**config.mk**
```make
export PLATFORM = sky130hd
export DESIGN_NAME = cpu
export DESIGN_NICKNAME = d
export VERILOG_FILES = /design/src/rtl/cpu_pkg.sv /design/src/rtl/cpu_alu.sv /design/src/rtl/cpu.sv
export SDC_FILE = /design/constraint.sdc
export NUM_CORES = 1
export LEC_CHECK = 0
export CAP_MARGIN = 20
export CORE_MARGIN = 3
export CORE_UTILIZATION = 42
export DETAILED_ROUTE_END_ITERATION = 16
export MAX_ROUTING_LAYER = met4
export SLEW_MARGIN = 25
export SYNTH_ARGS = -nofsm -noshare
export SYNTH_HDL_FRONTEND = slang
export SYNTH_SLANG_ARGS = --single-unit
```
**constraint.sdc**
```tcl
create_clock -name clock -period 4 [get_ports clock]
set_clock_uncertainty 0.2 [all_clocks]
set_input_delay 0.4 -clock clock [delete_from_list [all_inputs] [get_ports clock]]
set_output_delay 0.4 -clock clock [all_outputs]
set_load 0.05 [all_outputs]
```
**src/rtl/cpu_pkg.sv**
```systemverilog
// Shared encodings for the switch-board accumulator CPU.
package cpu_pkg;
    localparam logic [1:0] OP_ADD    = 2'b00;
    localparam logic [1:0] OP_SUB    = 2'b01;
    localparam logic [1:0] OP_STR    = 2'b10;
    localparam logic [1:0] OP_AND    = 2'b11;
    localparam logic       MODE_LOAD = 1'b0;
    localparam logic       MODE_EXEC = 1'b1;
endpackage

```
**src/rtl/cpu_alu.sv**
```systemverilog
// Combinational ALU: add with carry-out, subtract with borrow, pass-through, bitwise AND.
module cpu_alu
    import cpu_pkg::*;
#(
    parameter int WIDTH = 4
) (
    input  logic [WIDTH-1:0] a,
    input  logic [WIDTH-1:0] b,
    input  logic [1:0]       op,
    output logic [WIDTH-1:0] y,
    output logic             cout,
    output logic             y_zero
);
    logic [WIDTH:0] sum;

    assign sum = {1'b0, a} + {1'b0, b};

    always_comb begin
        y    = a;
        cout = 1'b0;
        case (op)
            OP_ADD: {cout, y} = sum;
            OP_SUB: begin
                y    = a - b;
                cout = (a < b);
            end
            OP_STR: y = a;
            OP_AND: y = a & b;
            default: y = a;
        endcase
    end

    assign y_zero = (y == '0);
endmodule

```
**src/rtl/cpu.sv**
```systemverilog
// Switch-driven accumulator CPU: LOAD an immediate nibble or EXECUTE an instruction
// against ACC and a 4-entry register file, one action per enabled clock edge.
module cpu
    import cpu_pkg::*;
#(
    parameter int WIDTH = 4
) (
    input  logic             clock,
    input  logic             reset_n,
    input  logic             SW1,
    input  logic             SW2,
    input  logic             SW3,
    input  logic             SW4,
    input  logic             operation,
    input  logic             enable,
    output logic [WIDTH-1:0] acc,
    output logic             carry,
    output logic             zero,
    output logic             done
);
    logic [3:0]       sw;
    logic [1:0]       op;
    logic [1:0]       rsel;
    logic [WIDTH-1:0] regs [4];
    logic [WIDTH-1:0] imm;
    logic [WIDTH-1:0] alu_y;
    logic             alu_cout;
    logic             alu_zero;

    assign sw   = {SW4, SW3, SW2, SW1};
    assign op   = sw[3:2];
    assign rsel = sw[1:0];
    assign imm  = WIDTH'(sw);

    cpu_alu #(.WIDTH(WIDTH)) u_alu (
        .a      (acc),
        .b      (regs[rsel]),
        .op     (op),
        .y      (alu_y),
        .cout   (alu_cout),
        .y_zero (alu_zero)
    );

    always_ff @(posedge clock) begin
        if (!reset_n) begin
            acc   <= '0;
            carry <= 1'b0;
            zero  <= 1'b1;
            done  <= 1'b0;
            for (int i = 0; i < 4; i++) regs[i] <= '0;
        end else if (enable) begin
            done <= 1'b1;
            if (operation == MODE_LOAD) begin
                acc  <= imm;
                zero <= (imm == '0);
            end else begin
                // STR only writes the register file; flags keep their value.
                case (op)
                    OP_ADD, OP_SUB: begin
                        acc   <= alu_y;
                        carry <= alu_cout;
                        zero  <= alu_zero;
                    end
                    OP_AND: begin
                        acc  <= alu_y;
                        zero <= alu_zero;
                    end
                    default: regs[rsel] <= acc;
                endcase
            end
        end else begin
            done <= 1'b0;
        end
    end
endmodule

```
Word-level counts from Yosys, hierarchy flattened
Memory sizes are Yosys's and may differ from the RTL's.
Cells that the tools add are included.
{ "totals": {"register_bits": 7, "ramBits": 16, "inputBits": 8, "output_inout_bits": 7, "wordCells": 37, "n_memories": 1} }
{ "memory_table": {"columns": ["memory", "depth", "word_bits", "read_ports", "rd_clocked_by_memory_dff", "wr", "line", "source"], "rows": [
  ["regs", 4, 4, 1, 0, 4, "cpu.sv:24", "logic [WIDTH-1:0] regs [4];"]
]} }
{ "classes": {"addsub": 2, "order_cmp": 1, "n_eq_ne": 4, "mux": 16, "bitwise": 1, "reduce_logical": 8} }
{ "ops": {"columns": ["op", "count"], "rows": [
  ["$pmux 4 s4", 1],
  ["$mux 4", 3],
  ["$mux 1", 10],
  ["$logic_not 4->1", 2],
  ["$add 4x4->5", 1],
  ["$and 4x4->4", 1],
  ["$eq 2x2->1 const B", 2],
  ["$lt 4x4->1", 1],
  ["$reduce_or 4->1", 1],
  ["$sub 4x4->4", 1],
  ["$reduce_and 3->1", 1],
  ["$reduce_or 3->1", 1],
  ["$eq 2x1->1 const B", 1],
  ["$logic_not 2->1", 1],
  ["$mux 2", 1],
  ["$ne 2x2->1 const B", 1],
  ["$pmux 1 s2", 1],
  ["$reduce_and 2->1", 1],
  ["$reduce_or 2->1", 1]
]} }

Longest topological paths before layout
Gate-level depths: netlist of the first run.
{ "logic_depth": {"depth_word": 9, "ltp_mapped": 10, "mapped_depth_nobuf": 9} }

Modules after synthesis
Synthesis of the first run repeated with hierarchy kept, for this count alone.
{ "unflattened": {"cells_unflattened": 136, "area_unflattened_um2": 1536.5} }
{ "modules_own_cells": {"columns": ["module", "instances", "cells_each", "area_per_inst_um2", "seq_area_each_um2"], "rows": [
  ["cpu", 1, 85, 1136.1, 620.6],
  ["cpu_alu", 1, 51, 400.4, 0.0]
]} }

Worst setup path before layout of the first run
Ideal clock, no wire load.
{ "synth_timing": {"path_type": "in2reg", "from": "input SW1", "to": "register zero", "setup_time_ns": 0.066, "arrival_time_ns": 2.907, "t_required_ns": 3.734, "slack_ns": 0.827, "cell_stages": 9, "n_path_buf": 1, "cell_sequence": "clkbuf_1 mux4_2 ha_1 inv_1 fa_1 mux4_2 nor4_2 o21a_1 a2bb2oi_2"} }
{ "synth_between": {"elab_chain_cells": 6, "word_cells_on_any_way": 9, "cone_classes": "add/sub (2); mux (3); bitwise (1); reduce/logical (2); memory (1)"} }
{ "synth_rtl": {"columns": ["element", "line", "source"], "rows": [
  ["start: declaration", "cpu.sv:10", "input logic SW1,"],
  ["$mem_v2 4x4", null, null],
  ["$sub 4x4->4, or another cell as far along", "cpu_alu.sv:24", "y = a - b;"],
  ["$pmux 4 s4", "cpu_alu.sv:21", "case (op)"],
  ["$logic_not 4->1", "cpu_alu.sv:33", "assign y_zero = (y == '0);"],
  ["$mux 1", "cpu.sv:58", "case (op)"],
  ["$mux 1 (*)", "cpu.sv:53", "if (operation == MODE_LOAD) begin"],
  ["end signal: assignment", "cpu.sv:55", "zero <= (imm == '0);"],
  ["end signal: assignment", "cpu.sv:62", "zero <= alu_zero;"],
  ["end signal: assignment", "cpu.sv:66", "zero <= alu_zero;"],
  ["end: declaration", "cpu.sv:18", "output logic zero,"]
]} }
Every way passes the cells marked *; elsewhere a longest branch is shown, timed or not. The select of a mux whose other input is x is not followed.
A chain may end at the register's enable or synchronous reset.

Worst setup path after layout of the first run
Ends and elaborated chain as after synthesis.

==> metrics.txt, run 1 <==
H-tree Lvls=1; Yosys top cell area share=34.1%; Fin. Hold Viols=0; post-synth top area cell=edfxtp_1; post-CTS setup buffer count=0; Fin Setup TNS=0 ns; Pwr Density=between 300 and 400 nW/um2; Die Area=slightly above 4000 um2; Syn. warnings=0; R2R Setup Slk=between 1 and 1.5 ns; fin crit period=between 3 and 4 ns; diode count=0; WP data arrival=between 3 and 4 ns; final core occ=51.8%; RePlAce Congestion=0.887; Die X=63.9 um; buffer levels on the longest clock path=2; status=finished, final reports clean; Post-route DRC=0; WP data required=4.06 ns; PostCTS Resize Cnt=0; port buffer count=14; RR Startpoint=regs[3][0]; pins over their slew limit=0; count leader, synth=edfxtp_1; worst skew pair latency=roughly 0.31 ns; final WL=~3.2 mm; top cells by area, synth=edfxtp_1 34%, dfxtp_1 9.9%, mux4_2 8.0%, ha_1 7.1%, and2_1 4.0%; Netlist cell types=38; ys async rst share=0%; Max VDD drop=roughly 0.18 mV; Initial Util=a little under half; area added between synthesis and finish=14.9%; drt wl/cell=~18 um; first-pass GRT wire length=approximately 5.2 mm; Post-synth EDFFs=16; total CTS buffers=3; CP Class=input port to flop; Total GRT Usage=17.5%; drt first pass iters=4; vias in the first global route=about 1000; max-cap viol count=0; syn_area_per_cell=roughly 11 um2; die height=between 60 and 70 um; Max Fanout on Critical Path=8; Seq cells post-synth=23; most used flip-flop cell after synthesis=edfxtp_1; CTS Sinks=23; Overflow after GRT=0; Critical Path Source=SW1; mapped cell area=between 1000 and 1500 um2; Setup crit end=zero; Max Clock Freq=just over 0.3 GHz; Worst-path clk slew=approximately 0.12 ns; CTS tree=done; Core Region=approximately 3100 um2; DR vias/cell=~5.6; Hold Buf Count CTS=0; largest net degree at the start of global routing=17; fin crit share=between 80% and 90%; Mapped Nets=between 100 and 150; detailed placement HPWL=about 2.4 mm; via count=about 1000; CP Capture Type=flop; Syn Inst Count=between 100 and 150; post-synthesis sequential area ratio=about 44%; nature of the critical path startpoint=input port; Least-Margin Pin Slew=0.527 ns; Slew headroom=between 60 and 70%; I/O pin cnt=15; leakage=about 0.66 nW; Hold WC Path Type=flop to flop; root buf cell=clkbuf_4; fin nets=160; reg-to-reg endpoint=zero; Antenna Nets Post-Route=0; row count=20; share of cells above drive strength 1=slightly below 10%; Reg2Reg Depth=8; antenna violations before repair=0; top cells by count, synth=16 x edfxtp_1, 12 x inv_1, 9 x and2_1, 8 x ha_1, 8 x nor2_1; final setup vio count=0; RSZ-0062 raised after global routing=no; initial detailed-routing violation count=50
final cells by class:
type | count | area (um2)
Clock buffer | 3 | 22.5
Clock inverter | 1 | 5.00
Fill cell | 300 | 1510
Inverter | 12 | 45.0
Multi-Input combinational cell | 87 | 723
Sequential cell | 23 | 621
Tap cell | 44 | 55.1
Timing Repair Buffer | 15 | 148
placed cells by master, fill, tap and decap left out, types with 2 or more instances in the layout:
master / netlist / layout
a21oi_1: 5 / 5
a31oi_1: 2 / 2
and2_1: 9 / 9
and3_1: 6 / 6
and3b_1: 2 / 2
clkbuf_4: 0 / 3
clkdlybuf4s50_1: 0 / 14
dfxtp_1: 7 / 7
edfxtp_1: 16 / 16
fa_1: 2 / 2
ha_1: 8 / 8
inv_1: 12 / 12
mux2i_1: 4 / 4
mux4_2: 5 / 5
nand2_1: 6 / 6
nand2b_1: 3 / 3
nor2_1: 8 / 8
o211ai_1: 2 / 2
o21ai_0: 6 / 6
worst max-delay path: stages:
cell             delay, ns
clkdlybuf4s50_1       0.53
buf_4                 0.19
mux4_2                0.56
inv_1                 0.13
fa_1                  0.42
mux4_2                0.50
nor4_2                0.28
o21a_1                0.17
a2bb2oi_2             0.12
flip-flops by register name, summed over array words and instances (netlist names):
register	flops
zero	1
regs	16
acc	4
done	1
carry	1
per-layer routing:
layer	track usage, %	up-vias	wire length (um)
li1	-	494	-
met1	25.1	496	1580
met2	25.5	37	1420
met3	2.99	4	211
met4	4.85	0	35
met5	-	-	0
kinds of logic after synthesis:
logic type	synth area share (%)
buf+inv	4.62
fa+ha+maj	9.95
compound gates	13.0
mux	10.8
flops	44.0
xor+xnor	1.24
simple gates	16.3
stage by stage:
step	hold WS, ns	total power [mW]	cell area [um2]	instances	worst slack [ns]
after global routing	0.428	0.553	1620	185	0.684
after detailed placement	0.360	0.423	1590	181	0.440
after global placement	0.342	0.418	1590	181	0.548
final	0.372	0.525	1620	185	0.755
after CTS	0.377	0.529	1620	185	0.767
after floorplan	0.341	0.375	1410	127	0.827
report_power, final:
part	switching, mW	total [mW]	internal, mW
Clock	0.0701	0.107	0.0374
Combinational	0.0819	0.137	0.0556
Sequential	0.0142	0.280	0.266
Total	0.166	0.525	0.359
how the worst min path moves through the flow:
stage,startpoint,end,slack [ns],depth (start not counted)
detailed placement,carry,carry,0.36,2
CTS,carry,carry,0.38,2
global placement,carry,carry,0.34,2
global route,carry,carry,0.43,2
finish,carry,carry,0.37,2
floorplan,reset_n,done,0.34,2
Power figures use the tool's default switching activity.
==> inputs of run 2 (changes only) <==
==> constraint.sdc (replaced) <==
create_clock -name clock -period 3.4 [get_ports clock]
set_clock_uncertainty 0.2 [all_clocks]
set_input_delay 0.34 -clock clock [delete_from_list [all_inputs] [get_ports clock]]
set_output_delay 0.34 -clock clock [all_outputs]
set_load 0.05 [all_outputs]
==> metrics.txt, run 2 (synthesized netlist as in run 1, its figures left out) <==
status=finished, final reports clean (unchanged); share of cells above drive strength 1=12.9% (was 9.93%); initial detailed-routing violation count=35 (was 50); Slew headroom=64.5% (was 64.8%); pins over their slew limit=0 (unchanged); register area=621 um2 (unchanged); fin crit period=3.06 ns; post-CTS setup buffer count=0 (unchanged); CP Capture Type=flop (unchanged); WP data required=3.45 ns (was 4.06 ns); Multi-input gate area=723 um2 (unchanged); final setup vio count=0 (unchanged); nature of the critical path startpoint=input port (unchanged); leakage=0.685 nW (was 0.657 nW); via count=1040 (was 1031); root buf cell=clkbuf_4 (unchanged); RSZ-0062 raised after global routing=no (unchanged); biggest regs=regs: 16 flops, acc: 4 flops (unchanged); Core Region=3130 um2 (unchanged); fin crit share=90.0%; Hold WC Path Type=flop to flop (unchanged); Overflow after GRT=0 (unchanged); RePlAce Congestion=0.860 (was 0.887); Least-Margin Pin Slew=0.531 ns (was 0.527 ns); Fin. Hold Viols=0 (unchanged); antenna violations before repair=0 (unchanged); H-tree Lvls=1 (unchanged); Sw Share=31.4% (was 31.6%); Max VDD drop=0.218 mV (was 0.183 mV); most frequent cells in the layout=16 x edfxtp_1, 14 x clkdlybuf4s50_1, 12 x inv_1, 9 x and2_1 (unchanged); Placement Cell Area=1640 um2 (was 1590 um2); port buffer count=14 (unchanged); Sw Pwr=197 uW (was 166 uW); most common cell after layout, fill and taps aside=edfxtp_1 (unchanged); CTS tree=done (unchanged); Hold Buf Count CTS=0 (unchanged); area added between synthesis and finish=18.0% (was 14.9%); I/O pin cnt=15 (unchanged); CTS Sinks=23 (unchanged); PostCTS Resize Cnt=0 (unchanged); drt first pass iters=4 (unchanged); Worst-path clk slew=0.13 ns (was 0.12 ns); DR vias/cell=5.45 (was 5.57); largest net degree at the start of global routing=17 (unchanged); diode count=0 (unchanged); drt wl/cell=17.1 um (was 17.6 um); max reg flops=16 (unchanged); Filler cells=291 (was 300); pre-CTS WS=-0.0111 ns (was 0.440 ns); Max Clock Freq=about 0.33 GHz; sequential share of power=52.4% (was 53.4%); max-cap viol count=0 (unchanged); Total GRT Usage=17.6% (was 17.5%); buffer levels on the longest clock path=2 (unchanged); Die Area=4090 um2 (unchanged); final WL=3.26 mm (was 3.25 mm); Internal=429 uW (was 359 uW); CP Class=input port to flop (unchanged); Max Fanout on Critical Path=3 (was 8); Pwr Density=376 nW/um2 (was 324 nW/um2); Die X=63.9 um (unchanged); vias in the first global route=1045 (was 1044); Antenna Nets Post-Route=0 (unchanged); worst skew pair latency=0.30 ns (was 0.31 ns); Clock power frac=20.4% (was 20.5%); Final Instance Area=1660 um2 (was 1620 um2); Initial Util=45.0% (unchanged); Logic pwr share=27.3% (was 26.2%); setup slack after layout=0.340 ns (was 0.755 ns); WP data arrival=3.11 ns (was 3.30 ns); first-pass GRT wire length=5.42 mm (was 5.18 mm); row count=20 (unchanged); detailed placement HPWL=2.46 mm (was 2.42 mm); Most flops, register=regs (unchanged); Post-route DRC=0 (unchanged); die height=63.9 um (unchanged); total CTS buffers=3 (unchanged); fin nets=166 (was 160)
## run 2: changes by cell type in the layout (fill, tap and decap cells not counted)
cell | previous run | this run
buf_4 | 1 | 7
clkbuf_1 | 0 | 1
clkinv_2 | 1 | 0
## run 2: cell type report
| type | count | share of cell area (%) |
|---|---|---|
| well taps | 44 | 3.31 |
| flip-flops and latches | 23 | 37.3 |
| clock buffers | 4 | 1.58 |
| multi-input cells | 87 | 43.5 |
| inverters | 12 | 2.71 |
| repair buffers | 21 | 11.6 |
## run 2: final timing paths
kind         slack [ns]  depth (start not counted)        from    end
max                0.34                          9         SW1   zero
min                0.39                          2       carry  carry
max reg2reg        0.47                          8  regs[3][0]   zero
min reg2reg        0.39                          2       carry  carry
## run 2: per-layer routing
metal,routed length (um),up-vias,GRT usage (%)
li1,-,506,-
met1,1600,499,25.7
met2,1480,33,26.6
met3,171,2,2.81
met4,15,0,2.43
met5,0,-,-
## run 2: worst max-delay path, stage by stage
cell and delay (ns):
clkdlybuf4s50_1 0.50, buf_4 0.13, mux4_2 0.54, inv_1 0.13, fa_1 0.42, mux4_2 0.51, nor4_2 0.26, o21a_1 0.16
a2bb2oi_2 0.12
## run 2: through the flow
stage               hold WS (ns)  setup TNS, ns  instances  power [mW]  util, %
floorplan                  0.281              0        127       0.441        -
global placement           0.340              0        187       0.500     52.3
detailed placement         0.378        -0.0111        187       0.504     52.3
CTS                        0.391              0        191       0.627     53.2
global route               0.424              0        191       0.655     53.2
finish                     0.389              0        191       0.626     53.2
## run 2: power by group through the flow
stage / registers, mW / clock network, mW / logic (mW)
after floorplan: 0.354 / 0 / 0.0864
after global placement: 0.334 / 0 / 0.166
after detailed placement: 0.334 / 0 / 0.170
after CTS: 0.328 / 0.129 / 0.171
after global routing: 0.330 / 0.140 / 0.186
final: 0.328 / 0.128 / 0.171
==> inputs of run 3 (changes only) <==
==> constraint.sdc (replaced) <==
create_clock -name clock -period 3.6 [get_ports clock]
set_clock_uncertainty 0.2 [all_clocks]
set_input_delay 0.36 -clock clock [delete_from_list [all_inputs] [get_ports clock]]
set_output_delay 0.36 -clock clock [all_outputs]
set_load 0.05 [all_outputs]
==> metrics.txt, run 3 (synthesized netlist as in run 1, its figures left out) <==
fin crit share=between 80 and 90%; H-tree Lvls=1 (unchanged); Die Area=4090 um2 (unchanged); Pwr Density=357 nW/um2 (was 376 nW/um2); Most flops, register=regs (unchanged); RSZ-0062 raised after global routing=no (unchanged); CTS Sinks=23 (unchanged); total CTS buffers=3 (unchanged); R2R Setup Slk=0.69 ns (was 0.47 ns); most frequent cells in the layout=16 x edfxtp_1, 14 x clkdlybuf4s50_1, 12 x inv_1, 9 x and2_1 (unchanged); DR vias/cell=5.68 (was 5.45); via count=1068 (was 1040); fin crit period=~3.2 ns; Reg2Reg Depth=8 (unchanged); Buf/Inv on CP=2 (was 3); max reg flops=16 (unchanged); nature of the critical path startpoint=input port (unchanged); Critical Path, Cell by Cell=clkdlybuf4s50_1 > mux4_2 > ha_1 > inv_1 > fa_1 > mux4_2 > nor4_2 > o21a_1 > a2bb2oi_2 (was clkdlybuf4s50_1 > buf_4 > mux4_2 > inv_1 > fa_1 > mux4_2 > nor4_2 > o21a_1 > a2bb2oi_2); reg-to-reg endpoint=zero (unchanged); drt wl/cell=17.2 um (was 17.1 um); Setup crit end=zero (unchanged); vias in the first global route=1088 (was 1045); final core occ=52.4% (was 53.2%); Overflow after GRT=0 (unchanged); Fin. Hold Viols=0 (unchanged); placed cell count=184 (was 187); final WL=3.24 mm (was 3.26 mm); row count=20 (unchanged); status=finished, final reports clean (unchanged); WP data arrival=3.22 ns (was 3.11 ns); first-pass GRT wire length=5.44 mm (was 5.42 mm); antenna violations before repair=0 (unchanged); min-delay src=carry (unchanged); Max Clock Freq=0.316 GHz; Least-Margin Pin Slew=0.522 ns (was 0.531 ns); CTS tree=done (unchanged); delay-heaviest family, CP=multiplexers (unchanged); final setup vio count=0 (unchanged); Die X=63.9 um (unchanged); Fin Setup TNS=0 ns (unchanged); Worst-path clk slew=0.13 ns (about the same); die height=63.9 um (unchanged); share of cells above drive strength 1=11.1% (was 12.9%); fin nets=163 (was 166); Hold WC Path Type=flop to flop (unchanged); Max Fanout on Critical Path=3 (unchanged); port buffer count=14 (unchanged); RR Startpoint=regs[3][0] (unchanged); root buf cell=clkbuf_4 (unchanged); crit-path most repeated cell=mux4_2 (unchanged); total power=586 uW (was 626 uW); CP max stage delay=0.56 ns (was 0.54 ns); CP Capture Type=flop (unchanged); area added between synthesis and finish=16.4% (was 18.0%); biggest regs=regs: 16 flops, acc: 4 flops (unchanged); Worst path depth=9 (unchanged); detailed placement HPWL=2.46 mm (about the same); Slew headroom=65.1% (was 64.5%); worst skew pair latency=0.31 ns (was 0.30 ns); Final Non-Filler Cells=188 (was 191); Post-route DRC=0 (unchanged); pins over their slew limit=0 (unchanged); max-cap viol count=0 (unchanged); Max VDD drop=0.207 mV (was 0.218 mV); PostCTS Resize Cnt=0 (unchanged); most common cell after layout, fill and taps aside=edfxtp_1 (unchanged); diode count=0 (unchanged); Hold Buf Count CTS=0 (unchanged); CP Class=input port to flop (unchanged); initial detailed-routing violation count=56 (was 35); drt first pass iters=4 (unchanged); I/O pin cnt=15 (unchanged); Core Region=3130 um2 (unchanged); slowest CP cell=clkdlybuf4s50_1 (was mux4_2); Initial Util=45.0% (unchanged); post-CTS setup buffer count=0 (unchanged); largest net degree at the start of global routing=17 (unchanged); Total GRT Usage=17.7% (was 17.6%); buffer levels on the longest clock path=2 (unchanged); Antenna Nets Post-Route=0 (unchanged); WP data required=3.65 ns (was 3.45 ns); RePlAce Congestion=0.888 (was 0.860); Critical Path Source=SW1 (unchanged); leakage=0.669 nW (was 0.685 nW)
run 3: cell count changes in the layout (fill, tap and decap cells not counted), sizes merged:
cell / previous run / this run
buf: 7 / 4
run 3: power by group:
group	switching, mW	leakage, nW	internal, mW
sequential	0.0145	0.223	0.296
combinational	0.0936	0.432	0.0641
clock	0.0753	0.0150	0.0432
total	0.183	0.669	0.403
run 3: worst min-delay path by stage:
stage | endpoint | slack (ns) | cells after the start
after floorplan | done | 0.30 | 2
after global placement | carry | 0.34 | 2
after detailed placement | carry | 0.36 | 2
after CTS | carry | 0.38 | 2
after global routing | carry | 0.44 | 2
final | carry | 0.37 | 2
run 3: final cells by class:
class | count | area, um2
clock buffers | 4 | 26.3
fillers | 289 | 1490
inverters | 12 | 45.0
multi-input cells | 87 | 723
flip-flops and latches | 23 | 621
well taps | 44 | 55.1
repair buffers | 18 | 170
run 3: worst reg2reg max path, delay by kind of cell (launching register included):
kind / cells / cell delay (ns)
muxes: 2 / 1.01
DFF: 1 / 0.41
and+or+nand+nor: 1 / 0.27
buffers and inverters: 1 / 0.09
AOI/OAI and AO/OA: 2 / 0.28
adders and majority gates: 2 / 0.60
run 3: per-stage QoR:
| stage | hold slack [ns] | cell area [um2] | setup WS, ns |
|---|---|---|---|
| CTS | 0.378 | 1640 | 0.446 |
| detailed placement | 0.365 | 1610 | 0.130 |
| global route | 0.438 | 1640 | 0.345 |
| finish | 0.370 | 1640 | 0.434 |
| floorplan | 0.301 | 1410 | 0.467 |
| global placement | 0.338 | 1610 | 0.207 |
run 3: routing by layer:
| metal | routed length (um) | up-vias | track usage [%] |
|---|---|---|---|
| met2 | 1480 | 31 | 27.0 |
| met1 | 1610 | 534 | 25.5 |
| met3 | 138 | 2 | 2.46 |
| met5 | 0 | - | - |
| li1 | - | 501 | - |
| met4 | 15 | 0 | 3.23 |
